### src/rtl/control_write_control_pkg.sv
// Shared definitions for the control-path PCB writer and reader:
// beat flag encodings, field widths and descriptor layout.
package control_write_control_pkg;

    localparam int DATA_W   = 134;
    localparam int BUFID_W  = 9;
    localparam int OFF_W    = 7;
    localparam int INPORT_W = 4;
    localparam int WADDR_W  = BUFID_W + OFF_W;
    localparam int DESC_W   = 14;

    localparam int FLAG_HI = 133;
    localparam int FLAG_LO = 132;

    localparam logic [1:0] FLAG_HEAD = 2'b01;
    localparam logic [1:0] FLAG_MID  = 2'b11;
    localparam logic [1:0] FLAG_TAIL = 2'b10;

    localparam logic [INPORT_W-1:0] INPORT_RSVD = 4'hf;
    localparam logic [OFF_W-1:0]    OFF_LAST    = 7'h7f;

    // Descriptor layout: {1'b0, inport, bufid}
    function automatic logic [DESC_W-1:0] make_desc(
        input logic [INPORT_W-1:0] inport,
        input logic [BUFID_W-1:0]  bufid
    );
        return {1'b0, inport, bufid};
    endfunction

endpackage

### src/rtl/control_write_control.sv
// Control-path PCB writer: claims a bufid, writes packet beats at
// {bufid,offset} and issues one descriptor per completed packet.
module control_write_control
    import control_write_control_pkg::*;
(
    input  logic                i_clk,
    input  logic                i_rst_n,
    input  logic [133:0]        iv_pkt_data,
    input  logic [3:0]          iv_pkt_inport,
    input  logic                i_pkt_data_wr,
    output logic                o_pkt_data_ready,
    input  logic [8:0]          iv_pkt_bufid,
    input  logic                i_pkt_bufid_wr,
    output logic                o_pkt_bufid_ack,
    output logic [133:0]        ov_pkt,
    output logic [15:0]         ov_pkt_waddr,
    output logic                o_pkt_wr,
    input  logic                i_pkt_waddr_ack,
    output logic [13:0]         ov_pkt_descriptor,
    output logic                o_pkt_descriptor_wr,
    output logic [2:0]          pkt_write_state,
    output logic [15:0]         ov_debug_pkt_cnt,
    output logic [15:0]         ov_debug_err_cnt
);

    localparam logic [2:0] GET_BUFID_S = 3'd0;
    localparam logic [2:0] WAIT_HEAD_S = 3'd1;
    localparam logic [2:0] WAIT_ACK_S  = 3'd2;
    localparam logic [2:0] WRITE_S     = 3'd3;
    localparam logic [2:0] DESC_S      = 3'd4;
    localparam logic [2:0] DISCARD_S   = 3'd5;

    logic [2:0]          state_q,   state_d;
    logic                ready_q,   ready_d;
    logic                ack_q,     ack_d;
    logic [BUFID_W-1:0]  bufid_q,   bufid_d;
    logic [INPORT_W-1:0] inport_q,  inport_d;
    logic [OFF_W-1:0]    off_q,     off_d;
    logic                trunc_q,   trunc_d;
    logic [DATA_W-1:0]   pkt_q,     pkt_d;
    logic [WADDR_W-1:0]  waddr_q,   waddr_d;
    logic                wr_q,      wr_d;
    logic [DESC_W-1:0]   desc_q,    desc_d;
    logic                desc_wr_q, desc_wr_d;
    logic [15:0]         pcnt_q,    pcnt_d;
    logic [15:0]         ecnt_q,    ecnt_d;

    logic             accept;
    logic             is_head;
    logic             is_tail;
    logic             rsvd;
    logic             wr_go;
    logic             force_tail;
    logic             err_inc;
    logic [OFF_W-1:0] go_off;

    assign accept  = i_pkt_data_wr & ready_q;
    assign is_head = (iv_pkt_data[FLAG_HI:FLAG_LO] == FLAG_HEAD);
    assign is_tail = (iv_pkt_data[FLAG_HI:FLAG_LO] == FLAG_TAIL);
    assign rsvd    = (iv_pkt_inport == INPORT_RSVD);

    always_comb begin
        state_d    = state_q;
        ready_d    = ready_q;
        ack_d      = 1'b0;
        bufid_d    = bufid_q;
        inport_d   = inport_q;
        off_d      = off_q;
        trunc_d    = trunc_q;
        pkt_d      = pkt_q;
        waddr_d    = waddr_q;
        wr_d       = wr_q;
        desc_d     = desc_q;
        desc_wr_d  = 1'b0;
        pcnt_d     = pcnt_q;
        ecnt_d     = ecnt_q;
        wr_go      = 1'b0;
        force_tail = 1'b0;
        err_inc    = 1'b0;
        go_off     = '0;

        case (state_q)
            GET_BUFID_S: begin
                // Ack pulses while still in this state; move on the cycle after.
                if (ack_q) begin
                    ready_d = 1'b1;
                    state_d = WAIT_HEAD_S;
                end else if (i_pkt_bufid_wr) begin
                    bufid_d = iv_pkt_bufid;
                    ack_d   = 1'b1;
                end
            end
            WAIT_HEAD_S: begin
                if (accept) begin
                    if (!is_head) begin
                        err_inc = 1'b1;
                    end else if (rsvd) begin
                        err_inc = 1'b1;
                        state_d = DISCARD_S;
                    end else begin
                        inport_d = iv_pkt_inport;
                        wr_go    = 1'b1;
                    end
                end
            end
            WAIT_ACK_S: begin
                if (i_pkt_waddr_ack && wr_q) begin
                    wr_d  = 1'b0;
                    off_d = off_q + OFF_W'(1);
                    if (pkt_q[FLAG_HI:FLAG_LO] == FLAG_TAIL) begin
                        desc_d    = make_desc(inport_q, bufid_q);
                        desc_wr_d = 1'b1;
                        pcnt_d    = pcnt_q + 16'd1;
                        state_d   = DESC_S;
                    end else begin
                        ready_d = 1'b1;
                        state_d = WRITE_S;
                    end
                end
            end
            WRITE_S: begin
                if (accept) begin
                    if (is_head) begin
                        // Missing tail: restart the same bufid from offset 0.
                        err_inc = 1'b1;
                        if (rsvd) begin
                            state_d = DISCARD_S;
                        end else begin
                            inport_d = iv_pkt_inport;
                            wr_go    = 1'b1;
                        end
                    end else begin
                        go_off = off_q;
                        wr_go  = 1'b1;
                        if (off_q == OFF_LAST && !is_tail) begin
                            force_tail = 1'b1;
                            err_inc    = 1'b1;
                            trunc_d    = 1'b1;
                        end
                    end
                end
            end
            DESC_S: begin
                if (trunc_q) begin
                    ready_d = 1'b1;
                    state_d = DISCARD_S;
                end else begin
                    state_d = GET_BUFID_S;
                end
            end
            DISCARD_S: begin
                if (accept && is_tail) begin
                    if (trunc_q) begin
                        // Bufid already handed off with the descriptor.
                        trunc_d = 1'b0;
                        ready_d = 1'b0;
                        state_d = GET_BUFID_S;
                    end else begin
                        state_d = WAIT_HEAD_S;
                    end
                end
            end
            default: begin
                ready_d = 1'b0;
                wr_d    = 1'b0;
                state_d = GET_BUFID_S;
            end
        endcase

        if (wr_go) begin
            pkt_d = iv_pkt_data;
            if (force_tail) begin
                pkt_d[FLAG_HI:FLAG_LO] = FLAG_TAIL;
            end
            off_d   = go_off;
            waddr_d = {bufid_q, go_off};
            wr_d    = 1'b1;
            ready_d = 1'b0;
            state_d = WAIT_ACK_S;
        end

        if (err_inc) begin
            ecnt_d = ecnt_q + 16'd1;
        end
    end

    always_ff @(posedge i_clk or negedge i_rst_n) begin
        if (!i_rst_n) begin
            state_q   <= GET_BUFID_S;
            ready_q   <= 1'b0;
            ack_q     <= 1'b0;
            bufid_q   <= '0;
            inport_q  <= '0;
            off_q     <= '0;
            trunc_q   <= 1'b0;
            pkt_q     <= '0;
            waddr_q   <= '0;
            wr_q      <= 1'b0;
            desc_q    <= '0;
            desc_wr_q <= 1'b0;
            pcnt_q    <= '0;
            ecnt_q    <= '0;
        end else begin
            state_q   <= state_d;
            ready_q   <= ready_d;
            ack_q     <= ack_d;
            bufid_q   <= bufid_d;
            inport_q  <= inport_d;
            off_q     <= off_d;
            trunc_q   <= trunc_d;
            pkt_q     <= pkt_d;
            waddr_q   <= waddr_d;
            wr_q      <= wr_d;
            desc_q    <= desc_d;
            desc_wr_q <= desc_wr_d;
            pcnt_q    <= pcnt_d;
            ecnt_q    <= ecnt_d;
        end
    end

    assign o_pkt_data_ready    = ready_q;
    assign o_pkt_bufid_ack     = ack_q;
    assign ov_pkt              = pkt_q;
    assign ov_pkt_waddr        = waddr_q;
    assign o_pkt_wr            = wr_q;
    assign ov_pkt_descriptor   = desc_q;
    assign o_pkt_descriptor_wr = desc_wr_q;
    assign pkt_write_state     = state_q;
    assign ov_debug_pkt_cnt    = pcnt_q;
    assign ov_debug_err_cnt    = ecnt_q;

endmodule
### config.mk
export PLATFORM = sky130hd
export DESIGN_NAME = control_write_control
export DESIGN_NICKNAME = d
export VERILOG_FILES = /design/src/rtl/control_write_control_pkg.sv /design/src/rtl/control_write_control.sv
export SDC_FILE = /design/constraint.sdc
export NUM_CORES = 1
export LEC_CHECK = 0
export ABC_AREA = 1
export ABC_CLOCK_PERIOD_IN_PS = 1600
export CAP_MARGIN = 40
export CORE_MARGIN = 1
export CORE_UTILIZATION = 40
export CTS_CLUSTER_DIAMETER = 80
export DETAILED_ROUTE_END_ITERATION = 10
export PLACE_DENSITY = 0.75
export SKIP_CTS_REPAIR_TIMING = 1
export SLEW_MARGIN = 20
export SYNTH_ARGS = -nofsm -noshare
export SYNTH_HDL_FRONTEND = slang
export SYNTH_SLANG_ARGS = --single-unit
export TNS_END_PERCENT = 50
### constraint.sdc
create_clock -name i_clk -period 1.6 [get_ports i_clk]
set_input_delay 0.16 -clock i_clk [delete_from_list [all_inputs] [get_ports i_clk]]
set_output_delay 0.16 -clock i_clk [all_outputs]
set_load 0.05 [all_outputs]
==> out/summary.md <==
- 22900 um^2 — Placeable Area
- finished, violations left — outcome
- 353 — PortBufs
- -244 ps — worst setup slack after placement
- 0.312 — relative contribution of sequential cells to total power
- 0 — number of synthesis warnings
- 0 — antenna cell count
- 55 — Row Count
- 0.412 — initial cell density of the core
- 1120 — synthesized netlist cell count
- 1720 ps — Final min period
- 0 — max-cap violation count
- 7.87 nW — static power due to leakage
- 30 — number of distinct library cells after synthesis
- 450 ps — Largest stage delay, worst path
- sky130_fd_sc_hd__dfrtp_1 (59%), sky130_fd_sc_hd__nand2_1 (24%), sky130_fd_sc_hd__inv_1 (2.1%) — main area contributors after synthesis
- 174 ps — smallest hold slack
- yes — clock tree from TritonCTS
- 1877 — number of standard cells in the final layout excluding fillers
- 8779 — count of vias placed by the detailed router
- 2000 ps — critical path required time
- 0.204 — Clk network pwr share
- sky130_fd_sc_hd__nand2_1 — most common cell after layout, fill and taps aside
- 8.43 um^2 — average cell area after synthesis
- 15.8 mW — cell internal pwr
- reg -> reg — class of the most critical setup path
- 9440 um^2 — Cell Area, Synth
- 1940 nW/um^2 — P per Cell Area
- 29.4 mW — Power Total
- 8176 — number of global-route vias before repair
- 60.7% — Area growth syn-to-layout
- 4.68 — DR vias/cell
- 0.662 — final standard cell utilization of the core
- 1 — maximum level of the CTS H-tree
- 0 — number of antenna violations at the first check in global routing
- 1801 — # placed instances
- 25 — TritonCTS Buffers
- 0 — GR Overflow Total
- 0.591 — Synth top area share
- 4 — Buffers & Inverters on Critical Path
- 0.591 — portion of the post-synthesis area used by sequential elements
- 13.6 mW — net switching component of the power
- 123 — final number of setup-violating endpoints
- 0 — final hold vios
- yes — unrepaired setup endpoints after global routing
- 0.874 — routability-driven placement congestion ratio
- 426 — drt initial violations
- -121 ps — final worst-path setup slack
- 0 — remaining antenna violation count
- buffers and inverters — kind of cell with the highest combined delay on the critical path
- 156 um — x dimension of the die
- 0.317 — ratio of cells with drive above 1 in the final layout
- sky130_fd_sc_hd__clkbuf_16 — Root Buffer Master
- inv_4, nand3_4, nand2_4, nand4_1, buf_6, clkbuf_16, clkbuf_16, nand2_2, nand2_1 — cells along the critical path
- 223 — number of synthesized register bits
- 156 um — Die H
- 3 — maximum buffer depth of the clock tree
- -9740 ps — total negative slack for setup checks
- 1703 — net total in the final layout
- 11.3 ps — setup clock skew after layout
- 2130 ps — arrival time at the worst endpoint
- 0.219 — total routing usage reported by global routing
- 60 ps — clock edge transition at the registers on the reported setup and hold paths
- 581 MHz — timing-limited maximum frequency
- 510 ps — clock insertion delay at the later pin of the skew report
- 0.666 — relative slew slack
- in -> async — class of the most critical hold timing path
- 0 — pins over their slew limit
- sky130_fd_sc_hd__dfrtp_1 — post-synth top area cell
- 0.485 — fraction of power consumed by combinational cells
- 0 — total DRC errors in the routed layout
- 24200 um^2 — area of the die
- 355 — Top-Level Pins
- 29.7 mm — drt total wl
- 5 — total iterations of the first detailed-routing run
- sky130_fd_sc_hd__clkbuf_16 — most numerous cell on the critical path
- 15200 um^2 — post-route standard cell area excluding fillers
- 500 ps — slew of the pin with the lowest slew margin
- setup timing — failing checks
- 13200 um^2 — post-place instance area
- 69 — pin count of the biggest net entering global routing
- 19.8 mm — Detail Placement HPWL
- sky130_fd_sc_hd__dfrtp_2 — CP max stage cell
- 6 — CP Max Fanout
- 0.00140 V — Peak supply drop
- sky130_fd_sc_hd__nand2_1 (482), sky130_fd_sc_hd__buf_4 (250), sky130_fd_sc_hd__dfrtp_1 (217) — commonest cells after routing, fill and taps aside
- 15.8 um — average detailed-routed wire length per instance
- 223 — Num Clock Sinks
- register — crit start category
- 1.08 — crit share post-route
- 42.1 mm — first-pass GRT wire length
- 1275 — synthesized net count
- 0.463 — net switching fraction of the power
- register — category of the worst setup path capture point
-- synth_stat cells, drive strengths merged --
cell,count
nand2,616
a21oi,4
nand3,39
nor3,10
xor2,15
a21boi,1
ha,3
clkinv,2
nand3b,2
xnor2,10
inv,54
clkbuf,2
nand4,5
conb,1
o211ai,1
buf,41
nor2,49
dfrtp,223
o21ai,42
-- cell type report --
| cell class | instances | area [um^2] |
|---|---|---|
| Fill cell | 1797 | 7750 |
| Sequential cell | 223 | 5590 |
| Timing Repair Buffer | 442 | 4210 |
| Multi-Input combinational cell | 798 | 3890 |
| Clock buffer | 28 | 657 |
| Tap cell | 313 | 392 |
| Inverter | 56 | 221 |
| Clock inverter | 15 | 196 |
| Timing Repair inverter | 2 | 15.0 |
-- worst paths after layout --
path	cells past startpoint	slack (ps)	start	end
min reg2reg	2	470	ov_pkt[24]	ov_pkt[24]
min in group i_clk	3	180	iv_pkt_data[34]	ov_pkt[34]
min	2	170	i_rst_n	ov_debug_pkt_cnt[6]
max in group asynchronous	3	780	i_rst_n	ov_pkt[30]
max	9	-120	pkt_write_state[2]	ov_pkt[110]
max reg2reg	9	-120	pkt_write_state[2]	ov_pkt[110]
-- power by group through the flow --
stage               Sequential (mW)  Clock (mW)  Combinational [mW]
finish                         9.16        5.99                14.2
global route                   9.39        6.35                15.0
CTS                            8.83        6.10                13.3
detailed placement             8.86           0                13.3
global placement               8.84           0                13.1
floorplan                      14.9           0                2.44
-- state kept, by name, indices dropped and copies added, names as in the netlist --
register	count
ov_pkt	134
o_pkt_wr	1
inport_q	4
ov_pkt_waddr	16
ov_pkt_descriptor	13
pkt_write_state	3
off_q	7
o_pkt_data_ready	1
ov_debug_pkt_cnt	16
trunc_q	1
o_pkt_descriptor_wr	1
ov_debug_err_cnt	16
o_pkt_bufid_ack	1
bufid_q	9
-- routing by layer --
| layer | wire [um] | share of wire | global-route usage |
|---|---|---|---|
| met3 | 1950 | 0.066 | 0.0575 |
| met4 | 1100 | 0.037 | 0.0789 |
| met5 | 0 | 0 | 0 |
| met1 | 11700 | 0.39 | 0.267 |
| met2 | 14900 | 0.50 | 0.373 |
-- cells by family (layout without fill, tap and decap cells) --
family,count (synthesis),count (layout),share of synthesized area
adder cells (fa/ha/maj),3,3,0.00398
XOR/XNOR,25,25,0.0232
AND/OR/NAND/NOR,721,721,0.299
flip-flops,223,223,0.591
buffers and inverters,99,543,0.0559
other,1,1,0.000397
AO/OA/AOI/OAI,48,48,0.0264
Power figures use the tool's default switching activity.
